`src/rtl/sys_ctrl.sv`:
```
// Command-frame decoder for the UART link: sequences register file writes/reads,
// ALU operations and pushes of read data / ALU results into the TX FIFO.
module sys_ctrl #(
  parameter int unsigned BUS_WIDTH  = 8,
  parameter int unsigned ADDR_WIDTH = 4,
  parameter int unsigned FUN_WIDTH  = 4
) (
  input  logic                   CLK,
  input  logic                   RST,
  input  logic [BUS_WIDTH-1:0]   RX_P_DATA,
  input  logic                   RX_D_VLD,
  input  logic [BUS_WIDTH-1:0]   RdData,
  input  logic                   RdData_Valid,
  input  logic [2*BUS_WIDTH-1:0] ALU_OUT,
  input  logic                   OUT_Valid,
  input  logic                   FIFO_FULL,
  output logic                   WrEn,
  output logic                   RdEn,
  output logic [ADDR_WIDTH-1:0]  Address,
  output logic [BUS_WIDTH-1:0]   WrData,
  output logic                   ALU_EN,
  output logic [FUN_WIDTH-1:0]   ALU_FUN,
  output logic                   CLK_EN,
  output logic [BUS_WIDTH-1:0]   TX_P_DATA,
  output logic                   TX_D_VLD
);

  localparam logic [3:0] IDLE     = 4'd0;
  localparam logic [3:0] WR_ADDR  = 4'd1;
  localparam logic [3:0] WR_DATA  = 4'd2;
  localparam logic [3:0] RD_ADDR  = 4'd3;
  localparam logic [3:0] RD_WAIT  = 4'd4;
  localparam logic [3:0] TX_RD    = 4'd5;
  localparam logic [3:0] ALU_A    = 4'd6;
  localparam logic [3:0] ALU_B    = 4'd7;
  localparam logic [3:0] ALU_FN   = 4'd8;
  localparam logic [3:0] ALU_WAIT = 4'd9;
  localparam logic [3:0] TX_LSB   = 4'd10;
  localparam logic [3:0] TX_MSB   = 4'd11;

  localparam logic [BUS_WIDTH-1:0] CMD_WR     = BUS_WIDTH'(8'hAA);
  localparam logic [BUS_WIDTH-1:0] CMD_RD     = BUS_WIDTH'(8'hBB);
  localparam logic [BUS_WIDTH-1:0] CMD_ALU_OP = BUS_WIDTH'(8'hCC);
  localparam logic [BUS_WIDTH-1:0] CMD_ALU_NP = BUS_WIDTH'(8'hDD);

  logic [3:0]            state_q, state_d;
  logic [BUS_WIDTH-1:0]  alu_msb_q, alu_msb_d;
  logic                  wr_en_d, rd_en_d, alu_en_d, clk_en_d, tx_vld_d;
  logic [ADDR_WIDTH-1:0] addr_d;
  logic [BUS_WIDTH-1:0]  wr_data_d, tx_data_d;
  logic [FUN_WIDTH-1:0]  alu_fun_d;

  // State and registered outputs
  always_ff @(posedge CLK or negedge RST) begin
    if (!RST) begin
      state_q   <= IDLE;
      alu_msb_q <= '0;
      WrEn      <= 1'b0;
      RdEn      <= 1'b0;
      ALU_EN    <= 1'b0;
      CLK_EN    <= 1'b0;
      TX_D_VLD  <= 1'b0;
      Address   <= '0;
      WrData    <= '0;
      ALU_FUN   <= '0;
      TX_P_DATA <= '0;
    end else begin
      state_q   <= state_d;
      alu_msb_q <= alu_msb_d;
      WrEn      <= wr_en_d;
      RdEn      <= rd_en_d;
      ALU_EN    <= alu_en_d;
      CLK_EN    <= clk_en_d;
      TX_D_VLD  <= tx_vld_d;
      Address   <= addr_d;
      WrData    <= wr_data_d;
      ALU_FUN   <= alu_fun_d;
      TX_P_DATA <= tx_data_d;
    end
  end

  // Next state and next output values; strobes default low, data holds
  always_comb begin
    state_d   = state_q;
    alu_msb_d = alu_msb_q;
    wr_en_d   = 1'b0;
    rd_en_d   = 1'b0;
    alu_en_d  = 1'b0;
    tx_vld_d  = 1'b0;
    addr_d    = Address;
    wr_data_d = WrData;
    alu_fun_d = ALU_FUN;
    tx_data_d = TX_P_DATA;

    case (state_q)
      IDLE: begin
        if (RX_D_VLD) begin
          case (RX_P_DATA)
            CMD_WR:     state_d = WR_ADDR;
            CMD_RD:     state_d = RD_ADDR;
            CMD_ALU_OP: state_d = ALU_A;
            CMD_ALU_NP: state_d = ALU_FN;
            default:    state_d = IDLE;
          endcase
        end
      end
      WR_ADDR: begin
        if (RX_D_VLD) begin
          addr_d  = RX_P_DATA[ADDR_WIDTH-1:0];
          state_d = WR_DATA;
        end
      end
      WR_DATA: begin
        if (RX_D_VLD) begin
          wr_data_d = RX_P_DATA;
          wr_en_d   = 1'b1;
          state_d   = IDLE;
        end
      end
      RD_ADDR: begin
        if (RX_D_VLD) begin
          addr_d  = RX_P_DATA[ADDR_WIDTH-1:0];
          rd_en_d = 1'b1;
          state_d = RD_WAIT;
        end
      end
      RD_WAIT: begin
        if (RdData_Valid) begin
          tx_data_d = RdData;
          tx_vld_d  = !FIFO_FULL;
          state_d   = TX_RD;
        end
      end
      // A TX state leaves once its push is on the bus; otherwise it retries while not full
      TX_RD: begin
        if (TX_D_VLD) state_d = IDLE;
        else          tx_vld_d = !FIFO_FULL;
      end
      ALU_A: begin
        if (RX_D_VLD) begin
          addr_d    = '0;
          wr_data_d = RX_P_DATA;
          wr_en_d   = 1'b1;
          state_d   = ALU_B;
        end
      end
      ALU_B: begin
        if (RX_D_VLD) begin
          addr_d    = ADDR_WIDTH'(1);
          wr_data_d = RX_P_DATA;
          wr_en_d   = 1'b1;
          state_d   = ALU_FN;
        end
      end
      ALU_FN: begin
        if (RX_D_VLD) begin
          alu_fun_d = RX_P_DATA[FUN_WIDTH-1:0];
          alu_en_d  = 1'b1;
          state_d   = ALU_WAIT;
        end
      end
      ALU_WAIT: begin
        if (OUT_Valid) begin
          tx_data_d = ALU_OUT[BUS_WIDTH-1:0];
          alu_msb_d = ALU_OUT[2*BUS_WIDTH-1:BUS_WIDTH];
          tx_vld_d  = !FIFO_FULL;
          state_d   = TX_LSB;
        end
      end
      TX_LSB: begin
        if (TX_D_VLD) begin
          tx_data_d = alu_msb_q;
          tx_vld_d  = !FIFO_FULL;
          state_d   = TX_MSB;
        end else begin
          tx_vld_d = !FIFO_FULL;
        end
      end
      TX_MSB: begin
        if (TX_D_VLD) state_d = IDLE;
        else          tx_vld_d = !FIFO_FULL;
      end
      default: state_d = IDLE;
    endcase

    // ALU clock runs from operand load until the result has been sampled
    clk_en_d = (state_d == ALU_A) || (state_d == ALU_B) ||
               (state_d == ALU_FN) || (state_d == ALU_WAIT);
  end

endmodule

```
`config.mk`:
```
export PLATFORM = sky130hd
export DESIGN_NAME = sys_ctrl
export DESIGN_NICKNAME = d
export VERILOG_FILES = /design/src/rtl/sys_ctrl.sv
export SDC_FILE = /design/constraint.sdc
export NUM_CORES = 1
export LEC_CHECK = 0
export BUFFER_PORTS_ARGS = -buffer_cell sky130_fd_sc_hd__buf_4
export CORE_MARGIN = 2
export CORE_UTILIZATION = 47
export DETAILED_ROUTE_END_ITERATION = 8
export PLACE_DENSITY = 0.76
export SYNTH_ARGS = -nofsm -noshare
export SYNTH_HDL_FRONTEND = slang
export SYNTH_SLANG_ARGS = --single-unit
```
`constraint.sdc`:
```
create_clock -name CLK -period 1.5 [get_ports CLK]
set_input_delay 0.3 -clock CLK [delete_from_list [all_inputs] [get_ports CLK]]
set_output_delay 0.3 -clock CLK [all_outputs]
set_load 0.03 [all_outputs]
```
==> impl_metrics.toml, run 1 <==
[outcome]
status = "finished with violations"
violations = "setup timing"

[worst_setup_path]
r2r_start = "state_q[2]"
r2r_end = "TX_P_DATA[3]"
critPathArrivalTime_ns = 1.77
worst_setup_path_end_kind = "register"
reg2reg_depth = 6
worstSetupPathType = "register to register"
worstPathRequired_ns = 1.70
r2r_slack_ns = -0.07
cp_max_fo = 8
start_kind = "register"

[synthesis]
syn_area_mm2 = 0.00233
async_flop_share_pct = 100
synthTopCellsByArea = "dfrtp_1 44%, mux2_1 9.7%, mux2i_1 4.3%"
synth_nets = 267
synth_edf_count = 0
ys_seq_elements = 41
ys_seq_area_share_pct = 44.1
yosysWarnings = 0
synthCells = 229
syn-mean-instance-area_um2 = 10.2
ys_types = 46
yosys.area.top_type = "dfrtp_1"
synth_flop_cell = "dfrtp_1"
synth_top_area_share_pct = 44.1

[clock_tree]
clk_path_buf_depth = 2
root_buffer = "clkbuf_8"
cts_sinks = 41
clk_latency_ns = 0.30
cts_buffers = 5
h-tree-depth = 2
clk_pin_slew_worst_paths_ns = 0.08
cts_tree = "done"

[worst_hold_path]
hold_depth = 2
min_path_type = "input pin to register"
holdPathEnd = "TX_D_VLD"
hold_path.startpoint = "FIFO_FULL"

[power_and_ir_drop]
totalPowerFinal_uw = 5570
powerDensity_mw_per_mm2 = 1680
switchingPower_uw = 2380
intPower_uw = 3190
p_seq_share_pct = 31.2
pwr-share-comb_pct = 55.9
p_leak_uw = 0.00154
power.ir.vdd_worst_uv = 1220
swShare_pct = 42.7
clkPwrFrac_pct = 13.0

[run]
max_cap_viol_count = 0

[global_routing]
grt_max_degree = 42
track_usage_pct = 22.3
grt_pass1_vias = 1953
grt_pass1_wl_mm = 9.35
overflow = 0
antenna_found_initial = 0

[die]
start_util_pct = 48.9
die_w_um = 74.4
die_area_mm2 = 0.00553
dieHeight_um = 74.4
core_area_mm2 = 0.00475
ioPinCount = 67
fp-row-count = 25

[detailed_routing]
totalWireLength_mm = 5.96
drt_iter0_drc = 166
wl_per_cell_um = 15.5
ant_nets = 0
vias_per_cell = 5.38
drtPass1Iterations = 4
drc = 0
via_count = 2073

[finish]
seq_area_mm2 = 0.00103
diodes = 0
stdcell_area_mm2 = 0.00330
drive_gt1_share_pct = 41.5
final_net_count = 355
post-route-util_pct = 69.5
area_growth_pct = 42.1
fill_cells = 368
multi_input_area_mm2 = 0.00123

[sta]
worst_pin_slew_ns = 0.518
setup_viol = 9
fmax_mhz = 637
slew_headroom_pct = 65.5
fin_crit_ns = 1.57
fin_setup_tns_ns = -0.422
rsz0062_at_grt = "yes"
finalCritPeriodShare_pct = 105
maxSlewViolCount = 0
fin_skew_ns = 0.00655
hold_viol_final = 0
setup_ws_ns = -0.0703

[place]
portBuffers = 66
placed_area_mm2 = 0.00306
dp_slack_ns = -0.0337
hpwlAfterDp_mm = 4.21
place_congestion = 0.838
state kept, by name (all words and copies together) (netlist names):
register,count
ALU_EN,1
WrData,8
WrEn,1
TX_D_VLD,1
state_q,4
Address,4
ALU_FUN,4
TX_P_DATA,8
alu_msb_q,8
CLK_EN,1
RdEn,1
logic make-up after synthesis:
kind of cell | after synthesis | synth area share [%]
AO/OA/AOI/OAI | 47 | 14.2
XOR/XNOR | 1 | 0.377
buffers and inverters | 41 | 7.53
flip-flops | 41 | 44.1
multiplexers | 32 | 15.4
AND/OR/NAND/NOR | 67 | 18.3
layer usage:
layer | global-route usage, % | vias up | wire length [µm]
li1 | - | 1006 | -
met4 | 8.53 | 0 | 84
met3 | 4.47 | 7 | 360
met1 | 30.1 | 986 | 2610
met2 | 35.6 | 74 | 2900
met5 | 0 | - | 0
power by group through the flow:
stage / Combinational [µW] / Sequential, µW / Clock (µW)
finish: 3110 / 1730 / 723
floorplan: 1230 / 2290 / 0
detailed placement: 2930 / 1730 / 0
global route: 3330 / 1790 / 786
global placement: 2860 / 1720 / 0
CTS: 2960 / 1720 / 744
worst max path at each step:
stage | start | endpoint | depth (start not counted)
2_1_floorplan | state_q[2] | alu_msb_q[0] | 5
4_1_cts | state_q[2] | TX_P_DATA[3] | 6
6_report | state_q[2] | TX_P_DATA[3] | 6
3_3_place_gp | state_q[3] | WrData[6] | 5
3_5_place_dp | state_q[2] | alu_msb_q[1] | 4
5_1_grt | state_q[2] | TX_P_DATA[3] | 6
area by class of cell:
type | count | area share [%]
well taps | 67 | 2.54
inverters | 24 | 2.73
flip-flops and latches | 41 | 31.1
clock buffers | 6 | 2.20
repair buffers | 98 | 23.9
multi-input cells | 147 | 37.1
clock inverters | 2 | 0.454
synthesized netlist by cell type, types with 2 or more instances:
cell type	instances
a21oi_1	3
a31oi_1	9
and2b_1	2
and3_1	2
buf_2	11
buf_4	2
clkbuf_1	4
dfrtp_1	41
inv_1	23
mux2_1	20
mux2i_1	10
nand2_1	4
nand2b_1	5
nand3_1	5
nand4_1	4
nand4b_1	2
nor2_1	11
nor2b_1	14
nor4b_1	8
nor4bb_1	3
o21ai_0	11
o21ai_1	3
o221ai_1	9
placed cells by master (no fill, tap or decap), types with 2 or more instances in the layout:
master / instances
nand4_1: 4
nand2b_1: 4
inv_1: 23
clkbuf_8: 5
nor2b_2: 2
buf_4: 89
a21oi_1: 3
o21ai_0: 10
clkinvlp_4: 2
nor2b_1: 12
mux2_4: 8
nand2_1: 4
nand3_1: 4
nor4b_2: 2
nor4bb_1: 3
buf_6: 4
mux2_1: 12
o221ai_1: 9
nand4b_1: 2
nor2_1: 11
a31oi_1: 9
mux2i_1: 10
o21ai_1: 3
dfrtp_2: 2
nor4b_1: 6
dfrtp_1: 39
buf_12: 3
repair_timing:
action	4_1_cts	5_1_grt
pin swaps	4	4
gates cloned	0	1
endpoints found under the setup margin	22	33
gates resized for setup	5	24
hold buffers	1	0
buffers inserted	1	2
hold endpoints to repair	41	0
metrics by stage:
step | std cells | hold slack [ns]
2_1_floorplan | 229 | 0.00441
3_3_place_gp | 373 | 0.308
3_5_place_dp | 373 | 0.310
4_1_cts | 382 | 0.133
5_1_grt | 385 | 0.137
6_report | 385 | 0.142
critical path: stages (launching register included):
cell	delay, ns
dfrtp_2	0.44
and2b_2	0.26
buf_6	0.11
a32oi_4	0.10
mux2i_4	0.18
buf_12	0.16
mux2i_1	0.24
(Power assumes the default switching activity.)
==> inputs of run 2 (changes only) <==
Settings changed: ABC_AREA set to 1, CORE_UTILIZATION 47 to 46.
==> run 2 against run 1 <==
- synthesized cell count rose by 25%
- non-clock buffer count fell by 19
- highest routed layer unchanged
- critical path depth rose by 1
- the run now ends clean
- clock power rose by 44%
- final area fell by 10%
- via count did not move
- clock skew barely moved
- register-to-register slack improved by 0.11 ns
- utilization fell by 2.4 points
- first-iteration DRC count fell by 25%
==> impl_metrics.toml, run 2 <==
[global_routing]
overflow = 0
grt_max_degree = 42
grt_pass1_wl_mm = 9.00
track_usage_pct = 21.9
grt_pass1_vias = 1940
antenna_found_initial = 0

[clock_tree]
cts_sinks = 41
h-tree-depth = 2
clk_latency_ns = 0.30
cts_tree = "done"
clk_path_buf_depth = 2
root_buffer = "clkbuf_8"
clk_pin_slew_worst_paths_ns = 0.08
cts_buffers = 5

[die]
die_w_um = 72.0
dieHeight_um = 72.0
core_area_mm2 = 0.00441
die_area_mm2 = 0.00518
start_util_pct = 48.1
fp-row-count = 24
ioPinCount = 67

[finish]
final_common_cell = "nand2_1"
drive_gt1_share_pct = 31.2
area_growth_pct = 39.5
largestRegisters = "TX_P_DATA: 8 flops, WrData: 8 flops, alu_msb_q: 8 flops"
stdcell_count = 421
final_cell_mix = "110 x nand2_1, 77 x buf_4, 38 x dfrtp_1"
diodes = 0
final_net_count = 406
fill_cells = 384
stdcell_area_mm2 = 0.00296

[power_and_ir_drop]
p_leak_uw = 0.00160
power.ir.vdd_worst_uv = 984
powerDensity_mw_per_mm2 = 1840
totalPowerFinal_uw = 5450

[synthesis]
ys_types = 24
synth_top_area_share_pct = 48.3
syn_area_mm2 = 0.00212
yosys.area.top_type = "dfrtp_1"
async_flop_share_pct = 100
syn-mean-instance-area_um2 = 7.43
yosysWarnings = 0
synthTopCellsByArea = "dfrtp_1 48%, nand2_1 20%, nand3_1 5.9%"
synth.top_cells.by_count = "112 x nand2_1, 41 x dfrtp_1, 28 x inv_1, 28 x nor2_1, 25 x nand3_1"
synth_edf_count = 0
synth_most_common_cell = "nand2_1"
ys_seq_area_share_pct = 48.3
synth_nets = 324
ys_seq_elements = 41
synth_flop_cell = "dfrtp_1"
synthCells = 286

[sta]
hold_viol_final = 0
fmax_mhz = 685
rsz0062_at_grt = "yes"
worst_pin_slew_ns = 0.506
fin_setup_tns_ns = 0
maxSlewViolCount = 0
slew_headroom_pct = 66.2
finalCritPeriodShare_pct = 97.3
fin_crit_ns = 1.46
setup_viol = 0
fin_skew_ns = 0.00630

[detailed_routing]
ant_nets = 0
via_count = 2073
drc = 0
vias_per_cell = 4.92
totalWireLength_mm = 5.31
drt_iter0_drc = 124
drtPass1Iterations = 4
wl_per_cell_um = 12.6

[worst_setup_path]
start_kind = "register"
cp_max_fo = 17
worst_setup_path_end_kind = "register"
startpoint = "state_q[0]"
critPathArrivalTime_ns = 1.68
r2r_start = "state_q[0]"
worstSetupPathType = "register to register"
worstPathRequired_ns = 1.72

[place]
place_congestion = 0.893
dp_cells = 410
placed_area_mm2 = 0.00274
portBuffers = 66
hpwlAfterDp_mm = 3.94

[outcome]
status = "completed"

[worst_hold_path]
hold_path.startpoint = "FIFO_FULL"
min_path_type = "input pin to register"

[run]
max_cap_viol_count = 0
run 2: changes by cell type in the layout (fill, tap and decap cells not counted), sizes merged, moves of 8 or more:
cell | previous run | this run
o21ai | 14 | 22
nand3 | 5 | 25
a31oi | 9 | 1
o221ai | 9 | 0
nand2 | 4 | 117
buf | 97 | 78
mux2i | 11 | 0
nor4b | 8 | 0
nor2 | 13 | 32
mux2 | 21 | 0
nor2b | 14 | 0
run 2: layout make-up:
| cell class | count | area [µm²] | share of cell area (%) |
|---|---|---|---|
| clock buffer | 5 | 68.8 | 2.32 |
| tap | 52 | 65.1 | 2.20 |
| multi-input combinational | 212 | 1020 | 34.3 |
| timing repair buffer | 79 | 608 | 20.5 |
| inverter | 29 | 109 | 3.67 |
| clock inverter | 3 | 65.1 | 2.20 |
| sequential | 41 | 1030 | 34.8 |
run 2: logic make-up (layout without fill, tap and decap cells):
kind of cell,Yosys count,count (layout),share of synthesized area [%]
AO/OA/AOI/OAI,32,33,9.19
buffers and inverters,34,116,6.83
flip-flops,41,41,48.3
AND/OR/NAND/NOR,179,179,35.7
run 2: path summary, 6_finish.rpt:
check                        endpoint  slack [ns]  depth (start not counted)
setup / recovery            WrData[5]        0.04                          7
hold / removal               TX_D_VLD        0.16                          2
setup reg to reg            WrData[5]        0.04                          7
hold reg to reg            ALU_FUN[0]        0.49                          2
max in group asynchronous  state_q[0]        0.59                          2
min in group asynchronous   WrData[7]        0.53                          2
run 2: stage by stage:
stage	hold WS [ns]	setup WS, ns	util, %
after floorplan	0.00441	0.108	-
after global placement	0.302	-0.0396	62.2
after detailed placement	0.312	-0.0165	62.2
after CTS	0.150	0.00444	65.6
after global routing	0.152	-0.0303	67.1
final	0.160	0.0399	67.1
run 2: per-layer routing:
layer | global-route usage [%] | part of all wire (%)
met1 | 33.0 | 47
met2 | 32.7 | 47
met3 | 4.31 | 4.7
met4 | 5.66 | 0.94
met5 | 0 | 0
run 2: critical path, cell delays in order, from the launching register on:
cell and delay [ns]:
dfrtp_2 0.49, inv_2 0.09, nand2_2 0.08, or2_4 0.26
a21oi_4 0.14, buf_12 0.16, nor2_1 0.04, a21oi_1 0.13
run 2: timing repair:
action	in CTS	in global routing
pin swaps	0	2
endpoints found under the hold margin	41	0
buffers inserted	0	1
resized for setup	4	16
hold buffers	1	0
cloned	0	1
setup endpoints to repair	12	28
run 2: power breakdown:
group	total, µW	switching (µW)	leakage [µW]	internal, µW
Sequential	1820	281	0.000517	1530
Clock	1040	384	0.0000681	661
Combinational	2590	1630	0.00101	956
